[src/rtl/rect_pkg.sv]
// Shared constants and types for the ping-pong image buffer: default widths,
// parity-memory select codes and the read-tag record carried beside the memories.
package rect_pkg;

  localparam int PIX_W_DEF   = 8;
  localparam int COORD_W_DEF = 10;

  // Memory index is {y[0], x[0]}; each neighbour code is the parity flip
  // applied to the upper-left pixel's index to reach that neighbour.
  localparam logic [1:0] SEL_LU = 2'd0;
  localparam logic [1:0] SEL_RU = 2'd1;
  localparam logic [1:0] SEL_LD = 2'd2;
  localparam logic [1:0] SEL_RD = 2'd3;

  typedef struct packed {
    logic cx0;
    logic cy0;
    logic x_edge;
    logic y_edge;
  } rd_tag_t;

  function automatic logic [1:0] par_sel(input logic y0, input logic x0);
    return {y0, x0};
  endfunction

endpackage

[src/rtl/bram_sd.sv]
// Simple dual-port block RAM: one write port, one registered read port
// with a single cycle of read latency.
module bram_sd #(
  parameter int DW = 8,
  parameter int AW = 5
) (
  input  logic          clk,
  input  logic          we,
  input  logic [AW-1:0] waddr,
  input  logic [DW-1:0] wdata,
  input  logic          re,
  input  logic [AW-1:0] raddr,
  output logic [DW-1:0] rdata
);

  logic [DW-1:0] mem_q [2**AW];
  logic [DW-1:0] rdata_q;

  always_ff @(posedge clk) begin
    if (we) mem_q[waddr] <= wdata;
    if (re) rdata_q <= mem_q[raddr];
  end

  assign rdata = rdata_q;

endmodule

[src/rtl/img_buf_pp.sv]
// Ping-pong frame buffer: one bank fills while the other is read as clamped
// 2x2 neighbourhoods, one request per cycle with a fixed two-cycle latency.
module img_buf_pp
  import rect_pkg::*;
#(
  parameter int IMG_W   = 8,
  parameter int IMG_H   = 8,
  parameter int PIX_W   = PIX_W_DEF,
  parameter int COORD_W = COORD_W_DEF
) (
  input  logic               clk,
  input  logic               rst,
  input  logic               wr_valid,
  output logic               wr_ready,
  input  logic [COORD_W-1:0] wr_x,
  input  logic [COORD_W-1:0] wr_y,
  input  logic [PIX_W-1:0]   wr_pixel,
  output logic               rd_frame_ready,
  input  logic               rd_valid,
  input  logic [COORD_W-1:0] rx,
  input  logic [COORD_W-1:0] ry,
  input  logic               rd_release,
  output logic               out_valid,
  output logic [PIX_W-1:0]   lu,
  output logic [PIX_W-1:0]   ru,
  output logic [PIX_W-1:0]   ld,
  output logic [PIX_W-1:0]   rd
);

  localparam int CELL_AW = $clog2(IMG_W * IMG_H / 4);
  localparam int MEM_AW  = CELL_AW + 1;
  localparam logic [COORD_W-1:0] X_MAX = COORD_W'(IMG_W - 1);
  localparam logic [COORD_W-1:0] Y_MAX = COORD_W'(IMG_H - 1);

  function automatic logic [CELL_AW-1:0] cell_addr(input logic [COORD_W-1:0] x,
                                                   input logic [COORD_W-1:0] y);
    logic [2*COORD_W-1:0] lin;
    lin = {{COORD_W{1'b0}}, 1'b0, y[COORD_W-1:1]} * (2*COORD_W)'(IMG_W / 2)
        + {{COORD_W{1'b0}}, 1'b0, x[COORD_W-1:1]};
    return lin[CELL_AW-1:0];
  endfunction

  logic [1:0] full_q, full_d;
  logic       wr_bank_q, wr_bank_d;
  logic       rd_bank_q, rd_bank_d;
  logic       wr_en, wr_last, rel;

  assign wr_ready       = !full_q[wr_bank_q];
  assign rd_frame_ready = full_q[rd_bank_q];

  always_comb begin
    full_d    = full_q;
    wr_bank_d = wr_bank_q;
    rd_bank_d = rd_bank_q;
    wr_en     = wr_valid && wr_ready && (wr_x <= X_MAX) && (wr_y <= Y_MAX);
    wr_last   = (wr_x == X_MAX) && (wr_y == Y_MAX);
    rel       = rd_release && full_q[rd_bank_q];
    // A write to the bank being released is impossible (it is full), so both updates compose.
    if (wr_en && wr_last) begin
      full_d[wr_bank_q] = 1'b1;
      wr_bank_d         = !wr_bank_q;
    end
    if (rel) begin
      full_d[rd_bank_q] = 1'b0;
      rd_bank_d         = !rd_bank_q;
    end
  end

  always_ff @(posedge clk) begin
    if (rst) begin
      full_q    <= 2'b00;
      wr_bank_q <= 1'b0;
      rd_bank_q <= 1'b0;
    end else begin
      full_q    <= full_d;
      wr_bank_q <= wr_bank_d;
      rd_bank_q <= rd_bank_d;
    end
  end

  logic [COORD_W-1:0] cx, cy, xr, yd;
  logic               x_edge, y_edge;
  logic [MEM_AW-1:0]  rd_addr [4];
  logic [MEM_AW-1:0]  wr_addr;
  logic [3:0]         we_vec;
  logic [PIX_W-1:0]   mem_rdata [4];

  always_comb begin
    logic [1:0] mi;
    mi     = 2'd0;
    cx     = (rx > X_MAX) ? X_MAX : rx;
    cy     = (ry > Y_MAX) ? Y_MAX : ry;
    x_edge = (cx == X_MAX);
    y_edge = (cy == Y_MAX);
    xr     = x_edge ? cx : cx + COORD_W'(1);
    yd     = y_edge ? cy : cy + COORD_W'(1);
    wr_addr = {wr_bank_q, cell_addr(wr_x, wr_y)};
    // Each parity memory reads whichever of the four neighbour coordinates has its parity.
    for (int m = 0; m < 4; m++) begin
      mi         = 2'(m);
      rd_addr[m] = {rd_bank_q, cell_addr((cx[0] == mi[0]) ? cx : xr,
                                         (cy[0] == mi[1]) ? cy : yd)};
      we_vec[m]  = wr_en && (par_sel(wr_y[0], wr_x[0]) == mi);
    end
  end

  for (genvar g = 0; g < 4; g++) begin : g_mem
    bram_sd #(
      .DW(PIX_W),
      .AW(MEM_AW)
    ) u_mem (
      .clk  (clk),
      .we   (we_vec[g]),
      .waddr(wr_addr),
      .wdata(wr_pixel),
      .re   (1'b1),
      .raddr(rd_addr[g]),
      .rdata(mem_rdata[g])
    );
  end

  logic       req_v_q, req_v_d;
  rd_tag_t    tag_q, tag_d;
  logic       out_valid_q, out_valid_d;
  logic [PIX_W-1:0] lu_q, lu_d, ru_q, ru_d, ld_q, ld_d, rd_q, rd_d;
  logic [1:0] lu_idx, flip_mask;

  always_comb begin
    req_v_d     = rd_valid && full_q[rd_bank_q];
    tag_d       = '{cx0: cx[0], cy0: cy[0], x_edge: x_edge, y_edge: y_edge};
    out_valid_d = req_v_q;
    lu_d        = lu_q;
    ru_d        = ru_q;
    ld_d        = ld_q;
    rd_d        = rd_q;
    lu_idx      = par_sel(tag_q.cy0, tag_q.cx0);
    // At a clamped edge the neighbour shares the upper-left parity, so its flip is suppressed.
    flip_mask   = ~{tag_q.y_edge, tag_q.x_edge};
    if (req_v_q) begin
      lu_d = mem_rdata[lu_idx ^ (SEL_LU & flip_mask)];
      ru_d = mem_rdata[lu_idx ^ (SEL_RU & flip_mask)];
      ld_d = mem_rdata[lu_idx ^ (SEL_LD & flip_mask)];
      rd_d = mem_rdata[lu_idx ^ (SEL_RD & flip_mask)];
    end
  end

  always_ff @(posedge clk) begin
    if (rst) begin
      req_v_q     <= 1'b0;
      tag_q       <= '0;
      out_valid_q <= 1'b0;
      lu_q        <= '0;
      ru_q        <= '0;
      ld_q        <= '0;
      rd_q        <= '0;
    end else begin
      req_v_q     <= req_v_d;
      tag_q       <= tag_d;
      out_valid_q <= out_valid_d;
      lu_q        <= lu_d;
      ru_q        <= ru_d;
      ld_q        <= ld_d;
      rd_q        <= rd_d;
    end
  end

  assign out_valid = out_valid_q;
  assign lu        = lu_q;
  assign ru        = ru_q;
  assign ld        = ld_q;
  assign rd        = rd_q;

endmodule

[config.mk]
export PLATFORM = sky130hd
export DESIGN_NAME = img_buf_pp
export DESIGN_NICKNAME = d
export VERILOG_FILES = /design/src/rtl/rect_pkg.sv /design/src/rtl/bram_sd.sv /design/src/rtl/img_buf_pp.sv
export SDC_FILE = /design/constraint.sdc
export NUM_CORES = 1
export LEC_CHECK = 0
export BUFFER_PORTS_ARGS = -buffer_cell sky130_fd_sc_hd__buf_4
export CORE_ASPECT_RATIO = 1.5
export CORE_MARGIN = 2
export CORE_UTILIZATION = 45
export CTS_CLUSTER_DIAMETER = 30
export DETAILED_ROUTE_END_ITERATION = 12
export PLACE_DENSITY = 0.66
export SLEW_MARGIN = 20
export SYNTH_ARGS = -nofsm -noshare
export SYNTH_HDL_FRONTEND = slang
export SYNTH_SLANG_ARGS = --single-unit
[constraint.sdc]
create_clock -name clk -period 5.5 [get_ports clk]
set_input_delay 0.55 -clock clk [delete_from_list [all_inputs] [get_ports clk]]
set_output_delay 0.55 -clock clk [all_outputs]
set_load 0.01 [all_outputs]
==> impl_results.html, run 1 <==
<table>
<tr><th>Metric</th><th>Value</th></tr>
<tr><th colspan="2">Status</th></tr>
<tr><td>Status</td><td>complete, no violations</td></tr>
<tr><th colspan="2">Synthesis</th></tr>
<tr><td>Sequential cell area fraction in the yosys report</td><td>73.6%</td></tr>
<tr><td>Share of flip-flops with an asynchronous set or reset</td><td>0%</td></tr>
<tr><td>Yosys warning total</td><td>0</td></tr>
<tr><td>Synthesized netlist cell count</td><td>2,641</td></tr>
<tr><td>Flops &amp; latches, synth</td><td>1,098</td></tr>
<tr><td>Post-synth EDFFs</td><td>1,024</td></tr>
<tr><td>Most used flip-flop cell after synthesis</td><td>edfxtp_1</td></tr>
<tr><td>Post-synth cell types</td><td>56</td></tr>
<tr><td>Mean post-synth cell area</td><td>16.6 sq um</td></tr>
<tr><td>Syn Std Cell Area</td><td>43,800 sq um</td></tr>
<tr><th colspan="2">Worst setup path</th></tr>
<tr><td>Worst setup path category</td><td>in2reg</td></tr>
<tr><td>Startpoint of the lowest-slack register-to-register path</td><td>wr_bank_q</td></tr>
<tr><td>Flop2flop setup slack</td><td>2.50 ns</td></tr>
<tr><td>Crit path required time</td><td>6.18 ns</td></tr>
<tr><td>Crit path from</td><td>ry[6]</td></tr>
<tr><td>Startpoint class of the critical path</td><td>primary input</td></tr>
<tr><td>Crit path arrival time</td><td>4.79 ns</td></tr>
<tr><td>Crit path max fanout</td><td>62</td></tr>
<tr><td>Endpoint class of the critical path</td><td>register</td></tr>
<tr><th colspan="2">Finish</th></tr>
<tr><td>Proportion of layout cells with a drive suffix above 1</td><td>20.2%</td></tr>
<tr><td>Layout fillers</td><td>7,715</td></tr>
<tr><td>Most common cell after layout, fill and taps aside</td><td>edfxtp_1</td></tr>
<tr><td>Final net count</td><td>2,826</td></tr>
<tr><td>Combined flip-flop and latch cell area</td><td>32,200 sq um</td></tr>
<tr><td>Commonest cells after routing, fill and taps aside</td><td>edfxtp_1, mux2i_1, nor2_1</td></tr>
<tr><td>Area of the multi-input gates</td><td>10,900 sq um</td></tr>
<tr><td>Area growth syn-to-layout</td><td>16.0%</td></tr>
<tr><th colspan="2">Routing</th></tr>
<tr><td>Vias post-DR</td><td>24,478</td></tr>
<tr><td>Count of nets left with antenna violations after detail routing</td><td>0</td></tr>
<tr><td>DR pass1 iterations</td><td>6</td></tr>
<tr><td>DRC marker count from the first detailed-route iteration</td><td>2,738</td></tr>
<tr><td>Drt total wl</td><td>115 mm</td></tr>
<tr><td>Routed via count divided by cell count</td><td>5.88</td></tr>
<tr><td># DRC</td><td>0</td></tr>
<tr><td>Post-DR wirelength/cell</td><td>27.6 um</td></tr>
<tr><th colspan="2">Clock network</th></tr>
<tr><td># Post-CTS Setup Buffers</td><td>0</td></tr>
<tr><td>Clock H-tree levels</td><td>4</td></tr>
<tr><td>CTS tree</td><td>done</td></tr>
<tr><td>Clock root buffer</td><td>clkbuf_16</td></tr>
<tr><td>CTS clk-pin slew, worst paths</td><td>0.06 ns</td></tr>
<tr><td>Clk Latency, worst-skew pair</td><td>0.75 ns</td></tr>
<tr><td>Clock Sinks</td><td>1,098</td></tr>
<tr><td>Hold-fix buffers, CTS</td><td>0</td></tr>
<tr><td>Clock tree buffer depth</td><td>3</td></tr>
<tr><td>TritonCTS Buffers</td><td>141</td></tr>
<tr><td>CTS-repair resized insts</td><td>0</td></tr>
<tr><th colspan="2">Global route</th></tr>
<tr><td>Global-route wire length before repair</td><td>167 mm</td></tr>
<tr><td>Overall routing resource usage</td><td>23.0%</td></tr>
<tr><td>Global route total overflow</td><td>0</td></tr>
<tr><td>Largest net degree at the start of global routing</td><td>96</td></tr>
<tr><td>Antenna violations before repair</td><td>4</td></tr>
<tr><td>Via count of the first global-routing pass</td><td>24,700</td></tr>
<tr><th colspan="2">Pwr</th></tr>
<tr><td>Power after layout</td><td>0.0191 W</td></tr>
<tr><td>Largest vdd supply drop</td><td>0.000292 V</td></tr>
<tr><td>Cell Pwr Density</td><td>376 nW/um^2</td></tr>
<tr><td>Leakage power summed over all cells</td><td>17.4 nW</td></tr>
<tr><th colspan="2">STA</th></tr>
<tr><td>Measured slew at the worst slew-check pin</td><td>1.09 ns</td></tr>
<tr><td>Rel. slew slack</td><td>27.1%</td></tr>
<tr><td>Max Slew Vio Count</td><td>0</td></tr>
<tr><td>Setup repair after global routing missed its margin</td><td>no</td></tr>
<tr><td>Highest clock rate</td><td>0.243 GHz</td></tr>
<tr><td>Final setup viols</td><td>0</td></tr>
<tr><td>Final Hold Viols</td><td>0</td></tr>
<tr><td>Final Cycle Share</td><td>74.8%</td></tr>
<tr><td>Total negative slack for setup checks</td><td>0 ns</td></tr>
<tr><td>Setup Skew</td><td>0.0305 ns</td></tr>
<tr><td>Clock period minus final worst setup slack</td><td>4.12 ns</td></tr>
<tr><th colspan="2">Floorplanning</th></tr>
<tr><td>Starting Density</td><td>45.3%</td></tr>
<tr><td>Vertical die dimension</td><td>386 um</td></tr>
<tr><td>Rows</td><td>140</td></tr>
<tr><td>Horiz. Die Dim</td><td>259 um</td></tr>
<tr><td>Number of placed I/O pins</td><td>88</td></tr>
<tr><td>Area enclosed by the die boundary</td><td>99,800 sq um</td></tr>
<tr><td>Core footprint</td><td>96,700 sq um</td></tr>
<tr><th colspan="2">Placed design</th></tr>
<tr><td>GPL Wtd Cong</td><td>0.956</td></tr>
<tr><td>Post-detailed-placement half-perimeter wirelength</td><td>73.7 mm</td></tr>
<tr><td>PortBufs</td><td>87</td></tr>
<tr><th colspan="2">Worst hold path</th></tr>
<tr><td>Hold WC Path Type</td><td>in2reg</td></tr>
<tr><td>Startpoint of the worst hold path</td><td>rd_valid</td></tr>
<tr><th colspan="2">Job</th></tr>
<tr><td>Max-capacitance violation count</td><td>0</td></tr>
</table>
power by group:
group          internal (W)  switching, W  leakage, nW  total (W)
Combinational      0.000161      0.000385         5.21   0.000545
Sequential          0.00914     0.0000220         9.81    0.00916
Clock               0.00573       0.00365         2.36    0.00938
Yosys cell counts (all sizes together) (6+ instances only):
library cell | number | area [sq um]
edfxtp | 1024 | 30700
mux2i | 278 | 2780
nor2 | 215 | 807
nand2 | 203 | 762
a211oi | 105 | 788
clkbuf | 89 | 334
mux2 | 89 | 1000
mux4 | 88 | 1980
nor3 | 83 | 432
buf | 75 | 399
dfxtp | 74 | 1480
a21oi | 69 | 345
a21o | 24 | 180
a22oi | 17 | 128
o21ai | 17 | 85.1
o31ai | 17 | 128
o211ai | 16 | 120
o41ai | 16 | 140
nor2b | 12 | 75.1
or3 | 9 | 56.3
a2111oi | 8 | 70.1
a221oi | 8 | 70.1
a311oi | 8 | 70.1
a32o | 8 | 80.1
nand4 | 8 | 50.1
o2111ai | 8 | 70.1
o311a | 8 | 80.1
o311ai | 8 | 70.1
ha | 7 | 87.6
or4 | 6 | 52.6
registers in the layout, indices dropped and copies added, names as in the netlist:
name               flops
wr_bank_q              1
full_q                 2
lu_idx                 2
rd                     8
ld                     8
rd_bank_q              1
out_valid_d            1
out_valid              1
g_mem.u_mem.rdata     32
ru                     8
lu                     8
tag_q                  2
g_mem.u_mem.mem_q   1024
metrics by stage:
stage	util, %	hold slack (ns)	instances	cell area [sq um]	worst slack [ns]
floorplan	-	0.486	2642	43800	1.48
global placement	47.4	0.483	3900	45900	0.717
detailed placement	47.4	0.491	3900	45900	0.657
CTS	52.5	0.0210	4159	50800	1.43
global route	52.5	0.0493	4160	50800	1.32
finish	52.5	0.0652	4161	50800	1.38
worst max-delay path, stage by stage:
cell,delay (ns)
buf_4,0.11
or4_4,0.58
or4_1,0.49
or2_2,0.35
ha_1,0.25
and2_1,0.19
or4_1,0.49
and2_4,0.31
buf_16,0.27
buf_4,0.25
nand2_1,0.07
a21oi_1,0.06
a311oi_1,0.45
mux4_2,0.32
final timing paths:
path / cells after the start / to
max reg2reg: 6 / g_mem[1].u_mem.mem_q[8][0]
min reg2reg: 2 / rd[5]
max: 14 / g_mem[1].u_mem.rdata[7]
min: 2 / out_valid_d
per-layer routing:
layer  wire length [um]  GRT usage [%]  up-vias
li1                   -              -    10650
met1              44200           28.5    12517
met2              57100           38.7     1047
met3               7620           4.55      258
met4               5750           11.1        6
met5                 34              0        -
logic make-up after synthesis:
group | synth area share (%)
flip-flops | 73.6
multiplexers | 13.2
AO/OA/AOI/OAI | 5.59
AND/OR/NAND/NOR | 5.48
other | 0.00857
buffers and inverters | 1.72
adder cells (fa/ha/maj) | 0.200
XOR/XNOR | 0.180
final cells by class:
type | count | area share (%)
well taps | 1278 | 3.15
clock inverters | 95 | 2.08
inverters | 5 | 0.0370
repair buffers | 145 | 2.31
clock buffers | 164 | 7.53
flip-flops and latches | 1098 | 63.5
multi-input cells | 1375 | 21.4
diodes | 1 | 0.00493
(Power assumes the default switching activity.)
==> run 2: changes to the inputs <==
--- a/config.mk
+++ b/config.mk
@@ -11,7 +11,7 @@
 export CORE_UTILIZATION = 45
 export CTS_CLUSTER_DIAMETER = 30
 export DETAILED_ROUTE_END_ITERATION = 12
-export PLACE_DENSITY = 0.66
+export PLACE_DENSITY = 0.69
 export SLEW_MARGIN = 20
 export SYNTH_ARGS = -nofsm -noshare
 export SYNTH_HDL_FRONTEND = slang
==> constraint.sdc (replaced) <==
create_clock -name clk -period 3.5 [get_ports clk]
set_input_delay 0.35 -clock clk [delete_from_list [all_inputs] [get_ports clk]]
set_output_delay 0.35 -clock clk [all_outputs]
set_load 0.01 [all_outputs]
==> impl_results.html, run 2 (same netlist as run 1, synthesis figures left out) <==
<table>
<tr><th>Metric</th><th>Value</th></tr>
<tr><th colspan="2">Worst setup path</th></tr>
<tr><td>Endpoint class of the critical path</td><td>register</td></tr>
<tr><td>End of the worst register-to-register path</td><td>g_mem[1].u_mem.mem_q[24][7]</td></tr>
<tr><td>R2R depth</td><td>6</td></tr>
<tr><td>Startpoint of the lowest-slack register-to-register path</td><td>wr_bank_q</td></tr>
<tr><td>Delay of the slowest cell on the worst path</td><td>0.58 ns</td></tr>
<tr><td>Crit path arrival time</td><td>4.04 ns</td></tr>
<tr><td>Crit path required time</td><td>4.08 ns</td></tr>
<tr><td>Startpoint class of the critical path</td><td>primary input</td></tr>
<tr><td>Worst path slowest cell</td><td>or4_4</td></tr>
<tr><td>Crit path max fanout</td><td>8</td></tr>
<tr><td>Worst setup path category</td><td>in2reg</td></tr>
<tr><td>Chain of cells forming the critical path</td><td>buf_4 -&gt; or4_4 -&gt; or4_4 -&gt; or2_4 -&gt; ha_4 -&gt; nand2_1 -&gt; a22oi_1 -&gt; o22a_1 -&gt; ha_1 -&gt; buf_4 -&gt; mux4_2 -&gt; o311ai_1</td></tr>
<tr><td>Flop2flop setup slack</td><td>0.69 ns</td></tr>
<tr><th colspan="2">Finish</th></tr>
<tr><td>Proportion of layout cells with a drive suffix above 1</td><td>26.8%</td></tr>
<tr><td>Final net count</td><td>3,071</td></tr>
<tr><td>Layout fillers</td><td>7,495</td></tr>
<tr><td>Area of the multi-input gates</td><td>11,000 sq um</td></tr>
<tr><td>Register with the highest flop count</td><td>g_mem.u_mem.mem_q</td></tr>
<tr><td>Most common cell after layout, fill and taps aside</td><td>edfxtp_1</td></tr>
<tr><td>Number of diodes added for antenna fixing</td><td>0</td></tr>
<tr><td>Number of standard cells in the final layout excluding fillers</td><td>4,405</td></tr>
<tr><td>Combined flip-flop and latch cell area</td><td>32,200 sq um</td></tr>
<tr><td>Commonest cells after routing, fill and taps aside</td><td>edfxtp_1, buf_4, mux2i_1</td></tr>
<tr><td>Number of flip-flops under the largest register name</td><td>1,024</td></tr>
<tr><td>Area growth syn-to-layout</td><td>20.9%</td></tr>
<tr><th colspan="2">Placed design</th></tr>
<tr><td>PortBufs</td><td>87</td></tr>
<tr><td>Post-place setup slack</td><td>-0.935 ns</td></tr>
<tr><td>GPL Wtd Cong</td><td>0.906</td></tr>
<tr><td>Post-detailed-placement half-perimeter wirelength</td><td>78.5 mm</td></tr>
<tr><td>Placed instance count</td><td>4,142</td></tr>
<tr><th colspan="2">Global route</th></tr>
<tr><td>Antenna violations before repair</td><td>1</td></tr>
<tr><td>Global route total overflow</td><td>0</td></tr>
<tr><td>Via count of the first global-routing pass</td><td>25,951</td></tr>
<tr><td>Global-route wire length before repair</td><td>171 mm</td></tr>
<tr><td>Overall routing resource usage</td><td>23.7%</td></tr>
<tr><td>Largest net degree at the start of global routing</td><td>107</td></tr>
<tr><th colspan="2">Pwr</th></tr>
<tr><td>Share of total power consumed by net switching</td><td>21.7%</td></tr>
<tr><td>Leakage power summed over all cells</td><td>18.7 nW</td></tr>
<tr><td>Cell Pwr Density</td><td>565 nW/um^2</td></tr>
<tr><td>Clk network pwr share</td><td>48.8%</td></tr>
<tr><td>Largest vdd supply drop</td><td>0.000563 V</td></tr>
<tr><td>Combinational fraction of design power</td><td>3.1%</td></tr>
<tr><td>Sequential group share of total power</td><td>48.1%</td></tr>
<tr><td>Net switching component of the power</td><td>0.00649 W</td></tr>
<tr><td>Internal portion of total power</td><td>0.0234 W</td></tr>
<tr><th colspan="2">Job</th></tr>
<tr><td>Max-capacitance violation count</td><td>0</td></tr>
<tr><th colspan="2">STA</th></tr>
<tr><td>Final setup viols</td><td>0</td></tr>
<tr><td>Final Hold Viols</td><td>0</td></tr>
<tr><td>Max Slew Vio Count</td><td>0</td></tr>
<tr><td>Highest clock rate</td><td>0.288 GHz</td></tr>
<tr><td>Rel. slew slack</td><td>26.7%</td></tr>
<tr><td>Smallest hold slack</td><td>0.0591 ns</td></tr>
<tr><td>Setup Skew</td><td>0.0259 ns</td></tr>
<tr><td>Crit path setup slack, layout</td><td>0.0315 ns</td></tr>
<tr><td>Total negative slack for setup checks</td><td>0 ns</td></tr>
<tr><td>Setup repair after global routing missed its margin</td><td>no</td></tr>
<tr><td>Clock period minus final worst setup slack</td><td>3.47 ns</td></tr>
<tr><td>Final Cycle Share</td><td>99.1%</td></tr>
<tr><td>Measured slew at the worst slew-check pin</td><td>1.10 ns</td></tr>
<tr><th colspan="2">Floorplanning</th></tr>
<tr><td>Rows</td><td>140</td></tr>
<tr><td>Core footprint</td><td>96,700 sq um</td></tr>
<tr><td>Horiz. Die Dim</td><td>259 um</td></tr>
<tr><td>Area enclosed by the die boundary</td><td>99,800 sq um</td></tr>
<tr><td>Number of placed I/O pins</td><td>88</td></tr>
<tr><td>Starting Density</td><td>45.3%</td></tr>
<tr><td>Vertical die dimension</td><td>386 um</td></tr>
<tr><th colspan="2">Clock network</th></tr>
<tr><td>Clock Sinks</td><td>1,098</td></tr>
<tr><td>Clock H-tree levels</td><td>4</td></tr>
<tr><td>CTS clk-pin slew, worst paths</td><td>0.05 ns</td></tr>
<tr><td>TritonCTS Buffers</td><td>140</td></tr>
<tr><td>Clk Latency, worst-skew pair</td><td>0.76 ns</td></tr>
<tr><td>Clock tree buffer depth</td><td>3</td></tr>
<tr><td>CTS tree</td><td>done</td></tr>
<tr><td>Clock root buffer</td><td>clkbuf_16</td></tr>
<tr><th colspan="2">Worst hold path</th></tr>
<tr><td>Hold WC Path Type</td><td>in2reg</td></tr>
<tr><td>Worst-case hold path end point</td><td>full_q[0]</td></tr>
<tr><td>Number of instances on the worst hold path</td><td>2</td></tr>
<tr><td>Startpoint of the worst hold path</td><td>rst</td></tr>
<tr><th colspan="2">Status</th></tr>
<tr><td>Status</td><td>complete, no violations</td></tr>
<tr><th colspan="2">Routing</th></tr>
<tr><td># DRC</td><td>0</td></tr>
<tr><td>Post-DR wirelength/cell</td><td>26.8 um</td></tr>
<tr><td>DRC marker count from the first detailed-route iteration</td><td>2,693</td></tr>
<tr><td>Vias post-DR</td><td>25,588</td></tr>
<tr><td>Drt total wl</td><td>118 mm</td></tr>
<tr><td>Routed via count divided by cell count</td><td>5.81</td></tr>
<tr><td>Count of nets left with antenna violations after detail routing</td><td>0</td></tr>
<tr><td>DR pass1 iterations</td><td>6</td></tr>
</table>
-- run 2: cell count changes in the layout (fill, tap and decap cells not counted), moves of 3 or more --
| cell | change |
|---|---|
| inv_8 | +4 |
| o41ai_2 | +7 |
| dlygate4sd3_1 | +4 |
| clkinvlp_4 | +3 |
| inv_6 | +10 |
| clkinv_4 | -10 |
| clkinv_8 | +5 |
| clkinv_2 | -3 |
| buf_12 | +20 |
| o41ai_1 | -7 |
| buf_4 | +224 |
| clkbuf_16 | -5 |
-- run 2: per-stage QoR --
stage               utilization (%)  total power, W  area (sq um)
floorplan                         -          0.0150         43900
global placement               49.6          0.0155         47900
detailed placement             49.6          0.0156         47900
CTS                            54.7          0.0301         52900
global route                   54.7          0.0307         52900
finish                         54.7          0.0299         52900
-- run 2: area by class of cell --
| cell class | count | area share (%) |
|---|---|---|
| Clock buffer | 156 | 6.93 |
| Clock inverter | 102 | 2.23 |
| Inverter | 5 | 0.0355 |
| Multi-Input combinational cell | 1375 | 20.7 |
| Sequential cell | 1098 | 60.9 |
| Tap cell | 1278 | 3.02 |
| Timing Repair Buffer | 391 | 6.16 |
-- run 2: repair_timing --
item,4_1_cts,5_1_grt
hold endpoints to repair,6,0
gates resized for setup,6,2
buffers inserted,0,0
setup endpoints to repair,6,8
hold buffers,4,0
-- run 2: power groups by stage --
stage	Combinational [W]	Sequential, W	Clock [W]
after global routing	0.000977	0.0144	0.0153
after detailed placement	0.000908	0.0147	0
after global placement	0.000885	0.0147	0
after CTS	0.000917	0.0144	0.0148
final	0.000924	0.0144	0.0146
after floorplan	0.000399	0.0146	0
-- run 2: layer usage --
| layer | vias up | share of wire (%) | GRT usage (%) |
|---|---|---|---|
| met1 | 13051 | 37 | 28.1 |
| met3 | 242 | 6.6 | 4.03 |
| li1 | 11167 | - | - |
| met2 | 1126 | 52 | 41.7 |
| met4 | 2 | 4.9 | 11.7 |
| met5 | - | 0.010 | 0 |
-- run 2: worst max path at each step --
stage | from | slack [ns] | end
final | ry[6] | 0.03 | g_mem[0].u_mem.rdata[2]
after global routing | ry[6] | 0.008 | g_mem[1].u_mem.rdata[0]
after CTS | ry[6] | 0.04 | g_mem[0].u_mem.rdata[7]
after detailed placement | ry[6] | -0.93 | g_mem[0].u_mem.rdata[1]
after global placement | ry[6] | -0.86 | g_mem[0].u_mem.rdata[1]
after floorplan | ry[6] | -0.17 | g_mem[1].u_mem.rdata[4]
-- run 2: critical path: cells and delay by family --
kind / cells / cell delay [ns]
buf+inv: 2 / 0.39
mux: 1 / 0.44
simple gates: 4 / 1.40
compound gates: 3 / 0.82
fa+ha+maj: 2 / 0.63
